<file path="src/rtl/mem_responder.sv">
// Memory-side responder for the MEMEn / MEMR_W / MFC load-store handshake.
// One request per MEMEn pulse, served from an internal synchronous RAM after WAIT_CYCLES wait states.
module mem_responder #(
    parameter int ADDR_W      = 8,
    parameter int DATA_W      = 16,
    parameter int WAIT_CYCLES = 2
) (
    input  logic              clk,
    input  logic              reset,
    input  logic              MEMEn,
    input  logic              MEMR_W,
    input  logic [ADDR_W-1:0] memAddr,
    input  logic [DATA_W-1:0] memDataIn,
    output logic [DATA_W-1:0] memDataOut,
    output logic              MFC,
    output logic              busy
);

    localparam logic [1:0] ST_IDLE    = 2'd0;
    localparam logic [1:0] ST_WAIT    = 2'd1;
    localparam logic [1:0] ST_DONE    = 2'd2;
    localparam logic [1:0] ST_RELEASE = 2'd3;

    logic [1:0]        state_q, state_d;
    logic [3:0]        cnt_q, cnt_d;
    logic              armed_q, armed_d;
    logic              rw_q, rw_d;
    logic [ADDR_W-1:0] addr_q, addr_d;
    logic [DATA_W-1:0] data_q, data_d;
    logic              mfc_q, mfc_d;
    logic              busy_q, busy_d;
    logic [DATA_W-1:0] rdata_q;
    logic              ram_we;
    logic              ram_re;

    logic [DATA_W-1:0] ram [2**ADDR_W];

    always_comb begin
        state_d = state_q;
        cnt_d   = cnt_q;
        armed_d = armed_q;
        rw_d    = rw_q;
        addr_d  = addr_q;
        data_d  = data_q;
        ram_we  = 1'b0;
        ram_re  = 1'b0;

        // Re-arming on any idle-low sample keeps a held MEMEn from re-triggering.
        if (!MEMEn) begin
            armed_d = 1'b1;
        end

        case (state_q)
            ST_IDLE: begin
                if (MEMEn && armed_q) begin
                    rw_d    = MEMR_W;
                    addr_d  = memAddr;
                    data_d  = memDataIn;
                    cnt_d   = 4'(WAIT_CYCLES);
                    armed_d = 1'b0;
                    state_d = ST_WAIT;
                end
            end
            ST_WAIT: begin
                if (!MEMEn) begin
                    state_d = ST_IDLE;
                end else if (cnt_q == 4'd0) begin
                    ram_we  = !rw_q;
                    ram_re  = rw_q;
                    state_d = ST_DONE;
                end else begin
                    cnt_d = cnt_q - 4'd1;
                end
            end
            ST_DONE: begin
                if (!MEMEn) begin
                    state_d = ST_IDLE;
                end
            end
            ST_RELEASE: state_d = ST_IDLE;
            default:    state_d = ST_IDLE;
        endcase

        mfc_d  = (state_d == ST_DONE);
        busy_d = (state_d != ST_IDLE);
    end

    always_ff @(posedge clk or negedge reset) begin
        if (!reset) begin
            state_q <= ST_IDLE;
            cnt_q   <= 4'd0;
            armed_q <= 1'b0;
            rw_q    <= 1'b0;
            addr_q  <= '0;
            data_q  <= '0;
            mfc_q   <= 1'b0;
            busy_q  <= 1'b0;
        end else begin
            state_q <= state_d;
            cnt_q   <= cnt_d;
            armed_q <= armed_d;
            rw_q    <= rw_d;
            addr_q  <= addr_d;
            data_q  <= data_d;
            mfc_q   <= mfc_d;
            busy_q  <= busy_d;
        end
    end

    // RAM contents are deliberately left out of reset.
    always_ff @(posedge clk) begin
        if (ram_we) begin
            ram[addr_q] <= data_q;
        end
    end

    // Registered read port doubles as the output register, so it holds across writes.
    always_ff @(posedge clk or negedge reset) begin
        if (!reset) begin
            rdata_q <= '0;
        end else if (ram_re) begin
            rdata_q <= ram[addr_q];
        end
    end

    assign memDataOut = rdata_q;
    assign MFC        = mfc_q;
    assign busy       = busy_q;

endmodule

</file>
<file path="config.mk">
export PLATFORM = sky130hd
export DESIGN_NAME = mem_responder
export DESIGN_NICKNAME = d
export VERILOG_FILES = /design/src/rtl/mem_responder.sv
export SDC_FILE = /design/constraint.sdc
export NUM_CORES = 2
export LEC_CHECK = 0
export CORE_ASPECT_RATIO = 0.6
export CORE_MARGIN = 2
export CORE_UTILIZATION = 38
export CTS_CLUSTER_SIZE = 20
export DETAILED_ROUTE_END_ITERATION = 8
export GPL_TIMING_DRIVEN = 0
export PLACE_DENSITY = 0.56
export SYNTH_ARGS = -nofsm -noshare
export SYNTH_HDL_FRONTEND = slang
export SYNTH_SLANG_ARGS = --single-unit
export TNS_END_PERCENT = 10
</file>
<file path="constraint.sdc">
create_clock -name clk -period 8.1 [get_ports clk]
set_input_delay 1.215 -clock clk [delete_from_list [all_inputs] [get_ports clk]]
set_output_delay 1.215 -clock clk [all_outputs]
set_load 0.05 [all_outputs]
</file>
==> flow_metrics.tcl <==
set metrics [dict create \
    status "finished with violations" \
    violations "design-rule violations, max-capacitance violations, max-slew violations" \
    async_flop_share_pct 1.21 \
    syn_inst 7138 \
    swShare_pct 41.8 \
    die_x_microns 838 \
    cts_inserted_buffers 369 \
    grt_setup_unrepaired "false" \
    comb_power_share_pct 39.4 \
    drt.antenna.violating_nets 0 \
    yosys_warnings 0 \
    whs_ns 0.132 \
    arrival_ns 8.27 \
    final_nets 7850 \
    grt_pass1_vias 82076 \
    timing.final.ws_setup_ns 0.391 \
    wl_met3_microns 142000 \
    drv_slew 149 \
    top_layer "met5" \
    grt.overflow.total 0 \
    drv_cap 20 \
    setup_viol_count_final 0 \
    critPathLaunchType "flop" \
    io_buffers 45 \
    hold_viol_final 0 \
    drc 7 \
    start_util_pct 38.2 \
    skew_ns 0.0651 \
    p_sw_mw 31.5 \
    io_pins 46 \
    layout_commonest_cell "edfxtp_1" \
    max-vdd-ir-drop_v 0.000352 \
    p_seq_share_pct 36.9 \
    track_usage_pct 33.2 \
    synth_flop_cell "edfxtp_1" \
    clkLatencyLatePin_ns 0.99 \
    wl_met2_microns 268000 \
    finalPower_mw 75.5 \
    path_cells "clkbuf_1 -> buf_2 -> buf_2 -> nor2b_1 -> clkbuf_1 -> nand2_1 -> clkbuf_2 -> nor2_4" \
    critPathRequiredTime_ns 8.66 \
    layout_common_cells "4,096 x edfxtp_1, 988 x mux4_2, 373 x clkbuf_16, 223 x nand2_1, 194 x buf_2" \
    htreeDepth 5 \
    dieArea_sq_um 423000 \
    die_y_microns 505 \
    slew_headroom_pct -16.0 \
    clk_pin_slew_ns 0.07 \
    core_sq_um 415000 \
    cts_tree "done" \
    avgSynthCellArea_sq_um 22.2 \
    root_buffer "clkbuf_16" \
    worst_slew_pin_slew_ns 1.72 \
    wl_met1_microns 269000 \
    clock_sinks 4146 \
    cts_setup_buffers 0 \
    pre_cts_ws_ns 1.20 \
    rows 183 \
    max_freq_ghz 0.130 \
    wl_microns 720000 \
    gp_congestion 1.08 \
    p_per_area_nw_per_um2 409 \
    synth_seq_area_share_pct 78.3 \
    syn_nets 7168 \
    synth_area_sq_um 159000 \
    criticalPathCategory "reg -> reg" \
    hpwlAfterDp_microns 497000 \
    hold_class "in -> async" \
    crit_slowest_cell "nand2_1" \
    critical-path-max-stage-delay_ns 1.16 \
    synth_edf_count 4096 \
    drive_above_1_share_pct 30.8 \
    ys_seq_elements 4146 \
    period_needed_ns 7.71 \
    route.vias.total 93441 \
    post-route-period-util_pct 95.2 \
    drt_iter0_drc 21859 \
    placed_area_sq_um 173000 \
    intPower_mw 44.0 \
    design_area_sq_um 185000 \
    leakage_nw 56.8 \
    dr.pass1.iters 9 \
    pwr-share-clk_pct 23.8 \
    syn_to_final_growth_pct 16.4 \
    cp-end-kind "flop" \
    avgRoutedWirePerCell_microns 52.5 \
    cp_num_buf_inv 5 \
    cts-resized-gates 0 \
    grt_pass1_wl_microns 894000 \
    clock_path_buffers 4 \
    grt_start_max_net_pins 109 \
    ctsHoldBuffers 0 \
    worstPathMaxFanout 16 \
    antenna_found_initial 109 \
    crit_family "buffers and inverters" \
    vias_per_cell 6.80 \
    yosysUniqueCellTypes 76 \
]
kinds of logic after synthesis:
| family | Yosys count | synth area share (%) |
|---|---|---|
| XOR/XNOR | 2 | 0.0110 |
| buffers and inverters | 422 | 1.34 |
| multiplexers | 1275 | 15.9 |
| AND/OR/NAND/NOR | 730 | 2.03 |
| flip-flops | 4146 | 78.3 |
| adder cells (fa/ha/maj) | 2 | 0.0158 |
| AO/OA/AOI/OAI | 561 | 2.40 |
path summary, 6_finish.rpt:
check                           from  slack, ns           end  cells past startpoint
max reg2reg                addr_q[2]       0.39  ram[196][12]                      8
max in group asynchronous      reset       7.35     data_q[0]                      2
min in group clk            cnt_q[0]       0.52      cnt_q[0]                      1
min reg2reg                 cnt_q[0]       0.52      cnt_q[0]                      1
max                        addr_q[2]       0.39  ram[196][12]                      8
min                            reset       0.13    data_q[13]                      1
Yosys cell counts, drive strengths merged, types with 11 or more instances:
cell type  count  area, sq um
a31oi         13         81.3
nor2b         15         93.8
nand2        223          837
a211oi        26          195
o21ai         65          325
o22ai        180         1130
edfxtp      4096       123000
a22oi         53          398
nand3         45          225
a221oi        29          254
clkbuf       130          489
mux2i        178         1780
buf          282         1610
and3          11         68.8
nor3          26          130
mux4         988        22300
mux2         109         1230
nor2         311         1170
nor4          27          169
nand2b        15         93.8
dfrtp         50         1250
a21oi         81          405
a32oi         48          420
registers in the layout, summed over array words and instances (netlist names):
name,flops
memDataOut,16
MFC,1
busy,1
addr_q,8
state_q,2
rw_q,1
data_q,16
armed_q,1
cnt_q,4
ram,4096
area by class of cell:
class,instances,area (sq um)
inverter,10,37.5
antenna,70,175
buffer,412,2200
fill,34621,230000
tap,5550,6940
multi-input combinational,2570,33700
sequential,4146,124000
clock buffer,464,9800
timing repair buffer,311,5680
clock inverter,201,1880
worst reg2reg max path, cell delays in order (launching register included):
cell and delay, ns:
dfrtp_1 0.44, clkbuf_1 0.63, buf_2 0.69, buf_2 0.74
nor2b_1 0.64, clkbuf_1 0.97, nand2_1 1.17, clkbuf_2 0.89
nor2_4 1.05
through the flow:
step	util, %	instances	setup TNS, ns
6_report	44.5	13734	0
5_1_grt	44.5	13678	0
4_1_cts	44.4	13662	0
3_5_place_dp	41.6	12997	0
3_3_place_gp	40.0	12733	-19.21
2_1_floorplan	-	7138	0
routing by layer:
layer	up-vias	global-route usage, %
met3	1531	21.6
li1	31721	-
met4	72	14.5
met5	-	2.80
met1	50573	44.9
met2	9544	40.7
power by group through the flow:
stage,clock network (mW),registers (mW),logic [mW]
finish,17.9,27.8,29.7
global route,18.6,27.8,28.7
CTS,17.8,27.8,27.5
detailed placement,0,28.2,27.5
global placement,0,32.3,23.5
floorplan,0,29.8,10.1
(Power assumes the default switching activity.)
